`config.mk`:
```
export PLATFORM = sky130hd
export DESIGN_NAME = prog_loader
export DESIGN_NICKNAME = d
export VERILOG_FILES = /design/src/rtl/prog_loader_pkg.sv /design/src/rtl/prog_loader.sv
export SDC_FILE = /design/constraint.sdc
export NUM_CORES = 1
export LEC_CHECK = 0
export CORE_UTILIZATION = 35
export CTS_CLUSTER_DIAMETER = 150
export DETAILED_ROUTE_END_ITERATION = 8
export GPL_ROUTABILITY_DRIVEN = 0
export PLACE_DENSITY_LB_ADDON = 0.05
export SYNTH_ARGS = -nofsm -noshare
export SYNTH_HDL_FRONTEND = slang
export SYNTH_SLANG_ARGS = --single-unit
```
`constraint.sdc`:
```
create_clock -name clk -period 2.4 [get_ports clk]
set_input_delay 0.36 -clock clk [delete_from_list [all_inputs] [get_ports clk]]
set_output_delay 0.36 -clock clk [all_outputs]
set_load 0.03 [all_outputs]
```
`src/rtl/prog_loader_pkg.sv`:
```
`default_nettype none
// ============================================================================
// Module : prog_loader_pkg
// Brief  : Shared CPU constants, instruction field layout and loader FSM states.
// Rev    : 1.0  initial release
// ============================================================================
package prog_loader_pkg;

    localparam int INST_W        = 16;
    localparam int DEF_ADDR_W    = 4;
    localparam int DEF_MAX_WORDS = 1 << DEF_ADDR_W;

    // Instruction word layout: {opcode, srcadd_1, srcadd_2, dstadd}
    localparam int OPC_LSB  = 12;
    localparam int SRC1_LSB = 8;
    localparam int SRC2_LSB = 4;
    localparam int DST_LSB  = 0;

    typedef enum logic [2:0] {
        ST_IDLE = 3'd0,
        ST_LEN  = 3'd1,
        ST_HI   = 3'd2,
        ST_LO   = 3'd3,
        ST_CHK  = 3'd4
    } ld_state_t;

    function automatic logic [INST_W-1:0] pack_inst(input logic [7:0] hi, input logic [7:0] lo);
        logic [INST_W-1:0] w;
        w                 = '0;
        w[OPC_LSB  +: 4]  = hi[7:4];
        w[SRC1_LSB +: 4]  = hi[3:0];
        w[SRC2_LSB +: 4]  = lo[7:4];
        w[DST_LSB  +: 4]  = lo[3:0];
        return w;
    endfunction

endpackage
`default_nettype wire

```
`src/rtl/prog_loader.sv`:
```
`default_nettype none
// ============================================================================
// Module : prog_loader
// Brief  : Byte-stream program loader: length, N instruction words, checksum.
// Rev    : 1.0  initial release
// ============================================================================
module prog_loader
    import prog_loader_pkg::*;
#(
    parameter int ADDR_W    = DEF_ADDR_W,
    parameter int MAX_WORDS = DEF_MAX_WORDS
) (
    input  logic              clk,
    input  logic              reset,
    input  logic              start,
    input  logic              abort,
    input  logic              byte_valid,
    input  logic [7:0]        byte_data,
    output logic              byte_ready,
    output logic              mem_we,
    output logic [ADDR_W-1:0] mem_addr,
    output logic [INST_W-1:0] mem_wdata,
    output logic              stop,
    output logic              done,
    output logic              error
);

    localparam int                 c_len_w   = ADDR_W + 1;
    localparam logic [8:0]         c_max_len = 9'(MAX_WORDS);
    localparam logic [c_len_w-1:0] c_len_one = c_len_w'(1);

    ld_state_t           r_state;
    ld_state_t           w_next;
    logic [c_len_w-1:0]  r_len;
    logic [ADDR_W-1:0]   r_addr;
    logic [7:0]          r_hi;
    logic [7:0]          r_chk;
    logic                r_mem_we;
    logic [ADDR_W-1:0]   r_mem_addr;
    logic [INST_W-1:0]   r_mem_wdata;
    logic                r_done;
    logic                r_error;

    logic w_accept;
    logic w_upd;
    logic w_len_bad;
    logic w_last;
    logic w_write;
    logic w_set_done;
    logic w_set_err;
    logic w_clr;

    assign byte_ready = (r_state != ST_IDLE);
    assign stop       = (r_state != ST_IDLE);
    assign w_accept   = byte_valid & byte_ready;
    assign w_upd      = w_accept & ~abort;
    assign w_len_bad  = (byte_data == 8'd0) || ({1'b0, byte_data} > c_max_len);
    assign w_last     = ({1'b0, r_addr} == (r_len - c_len_one));

    always_ff @(posedge clk or negedge reset) begin
        if (!reset) begin
            r_state <= ST_IDLE;
        end else begin
            r_state <= w_next;
        end
    end

    always_comb begin
        w_next     = r_state;
        w_write    = 1'b0;
        w_set_done = 1'b0;
        w_set_err  = 1'b0;
        w_clr      = 1'b0;
        case (r_state)
            ST_IDLE: begin
                if (start) begin
                    w_next = ST_LEN;
                    w_clr  = 1'b1;
                end
            end
            ST_LEN: begin
                if (w_accept) begin
                    w_next    = w_len_bad ? ST_IDLE : ST_HI;
                    w_set_err = w_len_bad;
                end
            end
            ST_HI: begin
                if (w_accept) w_next = ST_LO;
            end
            ST_LO: begin
                if (w_accept) begin
                    w_write = 1'b1;
                    w_next  = w_last ? ST_CHK : ST_HI;
                end
            end
            ST_CHK: begin
                if (w_accept) begin
                    w_next     = ST_IDLE;
                    w_set_done = (byte_data == r_chk);
                    w_set_err  = (byte_data != r_chk);
                end
            end
            default: w_next = ST_IDLE;
        endcase
        // Abort overrides everything except a write already captured this cycle.
        if (abort && (r_state != ST_IDLE)) begin
            w_next     = ST_IDLE;
            w_set_done = 1'b0;
            w_set_err  = 1'b1;
        end
    end

    always_ff @(posedge clk or negedge reset) begin
        if (!reset) begin
            r_len       <= '0;
            r_addr      <= '0;
            r_hi        <= '0;
            r_chk       <= '0;
            r_mem_we    <= 1'b0;
            r_mem_addr  <= '0;
            r_mem_wdata <= '0;
            r_done      <= 1'b0;
            r_error     <= 1'b0;
        end else begin
            r_mem_we <= w_write;
            if (w_write) begin
                r_mem_addr  <= r_addr;
                r_mem_wdata <= pack_inst(r_hi, byte_data);
            end
            if (w_clr) begin
                r_done  <= 1'b0;
                r_error <= 1'b0;
            end
            if (w_set_done) r_done  <= 1'b1;
            if (w_set_err)  r_error <= 1'b1;
            if (w_upd) begin
                case (r_state)
                    ST_LEN: begin
                        if (!w_len_bad) begin
                            r_len  <= byte_data[c_len_w-1:0];
                            r_addr <= '0;
                            r_chk  <= byte_data;
                        end
                    end
                    ST_HI: begin
                        r_hi  <= byte_data;
                        r_chk <= r_chk ^ byte_data;
                    end
                    ST_LO: begin
                        r_chk <= r_chk ^ byte_data;
                        // Last word holds the counter so it never wraps inside a load.
                        if (!w_last) r_addr <= r_addr + 1'b1;
                    end
                    default: ;
                endcase
            end
        end
    end

    assign mem_we    = r_mem_we;
    assign mem_addr  = r_mem_addr;
    assign mem_wdata = r_mem_wdata;
    assign done      = r_done;
    assign error     = r_error;

endmodule
`default_nettype wire

```
# [Yosys cells after proc, flatten, opt, wreduce, memory -nomap -nowiden]
# Index checks and enable logic that the tools add are counted.
# W data, S select, Z words.
[word_totals] reg_bits=51 inputBits=13 out_inout_bits=25 elab_cells=75
[op_classes] add_sub_neg=2 n_lt_le_gt_ge=1 eq_ne=14 muxes=28 bitwise_logic=5 reduce_logical=15
[op_table] cell="$mux W3" count=7
[op_table] cell="$pmux W8 S2" count=1
[op_table] cell="$ne A3 B3 Y1 const B" count=5
[op_table] cell="$pmux W3 S5" count=1
[op_table] cell="$mux W1" count=13
[op_table] cell="$eq A8 B8 Y1" count=1
[op_table] cell="$gt A8 B5 Y1 const B" count=1
[op_table] cell="$logic_not A8 Y1" count=1
[op_table] cell="$mux W4" count=2
[op_table] cell="$mux W8" count=1
[op_table] cell="$ne A8 B8 Y1" count=1
[op_table] cell="$pmux W4 S2" count=1
[op_table] cell="$reduce_bool A2 Y1" count=4
[op_table] cell="$xor A8 B8 Y8" count=1
[op_table] cell="$eq A3 B2 Y1 const B" count=2
[op_table] cell="$reduce_and A3 Y1" count=2
[op_table] cell="$eq A4 B5 Y1" count=1
[op_table] cell="$reduce_and A5 Y1" count=1
[op_table] cell="$sub A5 B1 Y5 const B" count=1
[op_table] cell="$add A4 B1 Y4 const B" count=1
[op_table] cell="$ne A2 B2 Y1 const B" count=2
[op_table] cell="$reduce_and A4 Y1" count=1
[op_table] cell="$eq A3 B1 Y1 const B" count=1
[op_table] cell="$eq A3 B3 Y1 const B" count=1
[op_table] cell="other kinds (10)" count=12

# [Depth between registers and ports, before layout]
[logic_depth] ltp_word=6 ltp_mapped=7

# [Worst setup path before layout]
# No wires, ideal clock.
[synth_path] path_kind="in2reg" from="in byte_data[3]" to="reg r_chk[2]" setup_ps=92 arrival_ps=1702 t_required_ps=2308 slack_ps=606 path_stages=6 path_cell_list="nor4_2 > xnor2_2 > a31oi_1 > or4_1 > buf_6 > o31ai_2"
[synth_between] elab_chain_len=4 elab_cells_between_ends=5 cone_classes="1 x order compare; 1 x eq/ne; 3 x reduce/logical"
[synth_lines] item="from (decl)" line_no="prog_loader.sv:18" rtl="input logic [7:0] byte_data,"
[synth_lines] item="$gt A8 B5 Y1 or $logic_not A8 Y1 (tied branches)" line_no="prog_loader.sv:57" rtl="assign w_len_bad = (byte_data == 8'd0) || ({1'b0, byte_data} > c_max_len);"
[synth_lines] item="$logic_or A1 B1 Y1 (*)" line_no="prog_loader.sv:57"
[synth_lines] item="$ne A2 B2 Y1 (no line) (*)"
[synth_lines] item="$reduce_and A3 Y1 (no line) (*)"
[synth_lines] item="to (signal assigned)" line_no="prog_loader.sv:142" rtl="r_chk <= byte_data;"
[synth_lines] item="to (signal assigned)" line_no="prog_loader.sv:147" rtl="r_chk <= r_chk ^ byte_data;"
[synth_lines] item="to (signal assigned)" line_no="prog_loader.sv:150" rtl="r_chk <= r_chk ^ byte_data;"
[synth_lines] item="to (decl)" line_no="prog_loader.sv:37" rtl="logic [7:0] r_chk;"
# Mark *: on every way between the ends. The rest lies on a longest branch, timed or not.
# A chain may end at the register's enable or synchronous reset.

# [Worst setup path after layout]
[layout_path] from="reg r_state[2]" to="out byte_ready"
[layout_between] elab_chain_len=1
[layout_lines] item="from (decl)" line_no="prog_loader.sv:32" rtl="ld_state_t r_state;"
[layout_lines] item="from (signal assigned)" line_no="prog_loader.sv:64" rtl="r_state <= w_next;"
[layout_lines] item="$reduce_bool A3 Y1" line_no="prog_loader.sv:53" rtl="assign byte_ready = (r_state != ST_IDLE);"
[layout_lines] item="to (decl)" line_no="prog_loader.sv:19" rtl="output logic byte_ready,"
# No other way between the ends.

==> qor.txt <==
Status = finished clean
CTS max path bufs = 2
Post-Syn Area = 2550 µm²
Max VDD drop = 0.0003667 V
Crit-path max FO = 9
XOR/XNOR share of the synthesized area = 4.416%
Num Clock Sinks = 51
Slew of the pin with the lowest slew margin = 0.4083 ns
Fin Setup TNS = 0 ns
Achievable Freq = 453.5 MHz
Int Pwr = 1.625 mW
Max-cap violation count = 0
Mean Syn Cell Area = 10.28 µm²
Die height = 87.36 µm
Synth top cells by count = 64 x nand2_1, 51 x dfrtp_1, 11 x inv_1, 11 x xnor2_1, 10 x nor2_1
Initial Utilization = 36.92%
Synth warnings = 0
Count leader, synth = nand2_1
Iter 0 DRT Violations = 95
Post-layout util = 47.21%
Met1 Use GR = 25.09%
Row count = 30
Via count = 1925
Fraction of the mapped netlist area in simple logic gates = 20.80%
Final wirelength = 5.869 mm
Area share of the largest cell type after synthesis = 50.05%
Syn_nets = 263
Period Utilization, post-route = 91.87%
Slew margin rel. = 72.78%
Clock Root Buffer = clkbuf_8
Clk slew on worst S/H paths = 0.10 ns
Nets = 318
Largest family of logic cells by synthesized area = simple AND/OR/NAND/NOR gates
Adder-cell share of the synthesized area = 0.9814%
Final hold viol count = 0
Post-synth EDFFs = 0
Buffers on Ports = 37
Vias in the first global route = 1855
Flop pwr share = 45.8%
Post-synth ARST share = 100.0%
Comb pwr share = 28.9%
Critical Path Sink Type = output port
Core ar. = 6907 µm²
Critical path startpoint = r_state[2]
Inserted Clock Buffers = 5
Sw Share = 32.44%
Post-synthesis cell type count = 48
Post-synthesis mux area share = 7.262%
Main synth FF type = dfrtp_1
Clock Skews = 0.005829 ns
M3 GR Usage = 3.223%
Final Max Slew Viols = 0
Leak Pwr = 1.509 nW
Power per cell area = 737.8 nW/µm²
R2R depth = 8
Layout cell share with drive strength beyond 1 = 17.11%
Global-route wire length before repair = 9.722 mm
R2r endpoint = r_addr[3]
Largest net degree at the start of global routing = 25
Complex-gate fraction of the synthesized area = 11.92%
Drt via density = 4.813
GR peak layer = met2
Die span in x = 87.36 µm
Routed length per instance = 14.67 µm
Sequential area share after synthesis = 50.05%
Data arrival, critical path = 1.84 ns
DP HPWL = 4.328 mm
H-tree levels = 2
Met2 Resource Use GR = 25.21%
Cells after Synth = 248
TritonCTS clock tree = done
Hold Path Class = in2async
DRC viols = 0
Syn-to-layout area delta = 27.87%
I/O pin cnt = 38
Crit start category = register
Crit path to = byte_ready
Reg-to-Reg Start = r_len[0]
R2R setup slack = 0.43 ns
Data required, critical path = 2.04 ns
Synthesis-stage register bit count = 51
Psw = 0.7805 mW
ANT cells = 0
Endpoints failing setup = 0
Unrepaired setup endpoints after global routing = false
Die area = 7631 µm²
Routed Antenna Nets = 0
Gr usage total = 17.06%
Min Tclk post-route = 2.205 ns
Largest area contributor in the netlist = dfrtp_1
Latest clock arrival within the worst-skew pair = 0.31 ns
Grt total ovfl = 0
Pre-Repair DR Iteration Count = 4
Synth area leaders = dfrtp_1 50%, nand2_1 9.4%, xnor2_1 3.8%, mux2_1 3.5%, o31ai_2 2.5%
CP Class = reg2out
Clock power frac = 25.3%
Initial antenna violation count = 0
-- logic make-up after synthesis --
| family | after synthesis |
|---|---|
| xor+xnor | 12 |
| simple gates | 107 |
| flops | 51 |
| mux | 17 |
| fa+ha+maj | 2 |
| compound gates | 34 |
| buf+inv | 25 |
-- worst max-delay path, stage by stage, from the launching register on --
cell and delay, ns:
dfrtp_1 0.52, nor3_2 0.29, inv_1 0.12, clkdlybuf4s50_1 0.61
-- final cells by class --
type	count	area [µm²]
Sequential cell	51	1276
Inverter	13	48.80
Fill cell	693	3646
Tap cell	96	120.1
Multi-Input combinational cell	172	1162
Clock buffer	5	68.82
Timing Repair Buffer	60	540.5
Clock inverter	3	43.79
-- worst min-delay path by stage --
stage | end | startpoint | cells after the start
after floorplan | done | reset | 0
after global placement | mem_addr[1] | reset | 1
after detailed placement | mem_addr[1] | reset | 1
after CTS | mem_addr[1] | reset | 2
after global routing | mem_addr[1] | reset | 2
final | mem_addr[1] | reset | 2
-- timing repair --
action	4_1_cts	5_1_grt
hold buffers	1	0
endpoints found under the hold margin	10	0
gates resized for setup	0	1
setup buffers	0	0
setup endpoints to repair	0	2
-- state kept, by name, summed over array words and instances, names as in the netlist --
signal and count:
mem_wdata 16, r_chk 8, r_hi 8, r_len 5
mem_addr 4, r_addr 4, r_state 3, done 1
error 1, mem_we 1
-- per-stage QoR --
step	setup slack (ns)	std cells	hold WS (ns)	instance area (µm²)	total power, mW
after detailed placement	-0.006921	391	0.2460	3133	1.815
final	0.1952	400	0.4373	3261	2.406
after CTS	0.07131	400	0.4369	3256	2.440
after global placement	0.02923	391	0.2482	3133	1.805
after global routing	0.07872	400	0.4437	3261	2.559
after floorplan	0.6062	248	0.06441	2550	1.559
-- placed cells by master, fill, tap and decap left out, drive strengths merged --
cell	synthesis	routed
clkdlybuf4s50	0	36
o21a	1	1
a21oi	4	4
xnor2	12	12
a2111oi	1	1
nand3	2	2
a32oi	1	1
clkbuf	4	5
bufinv	0	1
nor4b	2	2
nor2b	4	4
mux2i	5	5
clkinv	1	3
dfrtp	51	51
nand4b	2	2
ha	2	2
a311oi	1	1
nand4	3	3
nand2	64	64
o21ai	5	5
nor4	2	2
nand2b	7	7
o31ai	6	6
a22oi	2	2
o221ai	2	2
dlygate4sd3	0	1
nor3	7	7
a41oi	1	1
and4bb	1	1
o41ai	1	1
a31o	1	1
a31oi	7	7
mux2	12	12
and3	1	1
a21o	1	1
inv	12	12
or4	1	1
nor2	10	10
nand3b	1	1
buf	8	23
-- power by group through the flow --
stage | clock (mW) | sequential (mW) | combinational [mW]
after detailed placement | 0 | 1.12 | 0.699
after CTS | 0.638 | 1.10 | 0.703
final | 0.609 | 1.10 | 0.695
after global routing | 0.680 | 1.12 | 0.760
after floorplan | 0 | 1.16 | 0.395
after global placement | 0 | 1.11 | 0.693
-- layer usage --
metal	routed length, µm	part of all wire [%]
met5	0	0
met4	60	1.0
met3	165	2.8
met2	2559	44
met1	3083	53
Power figures use the tool's default switching activity.
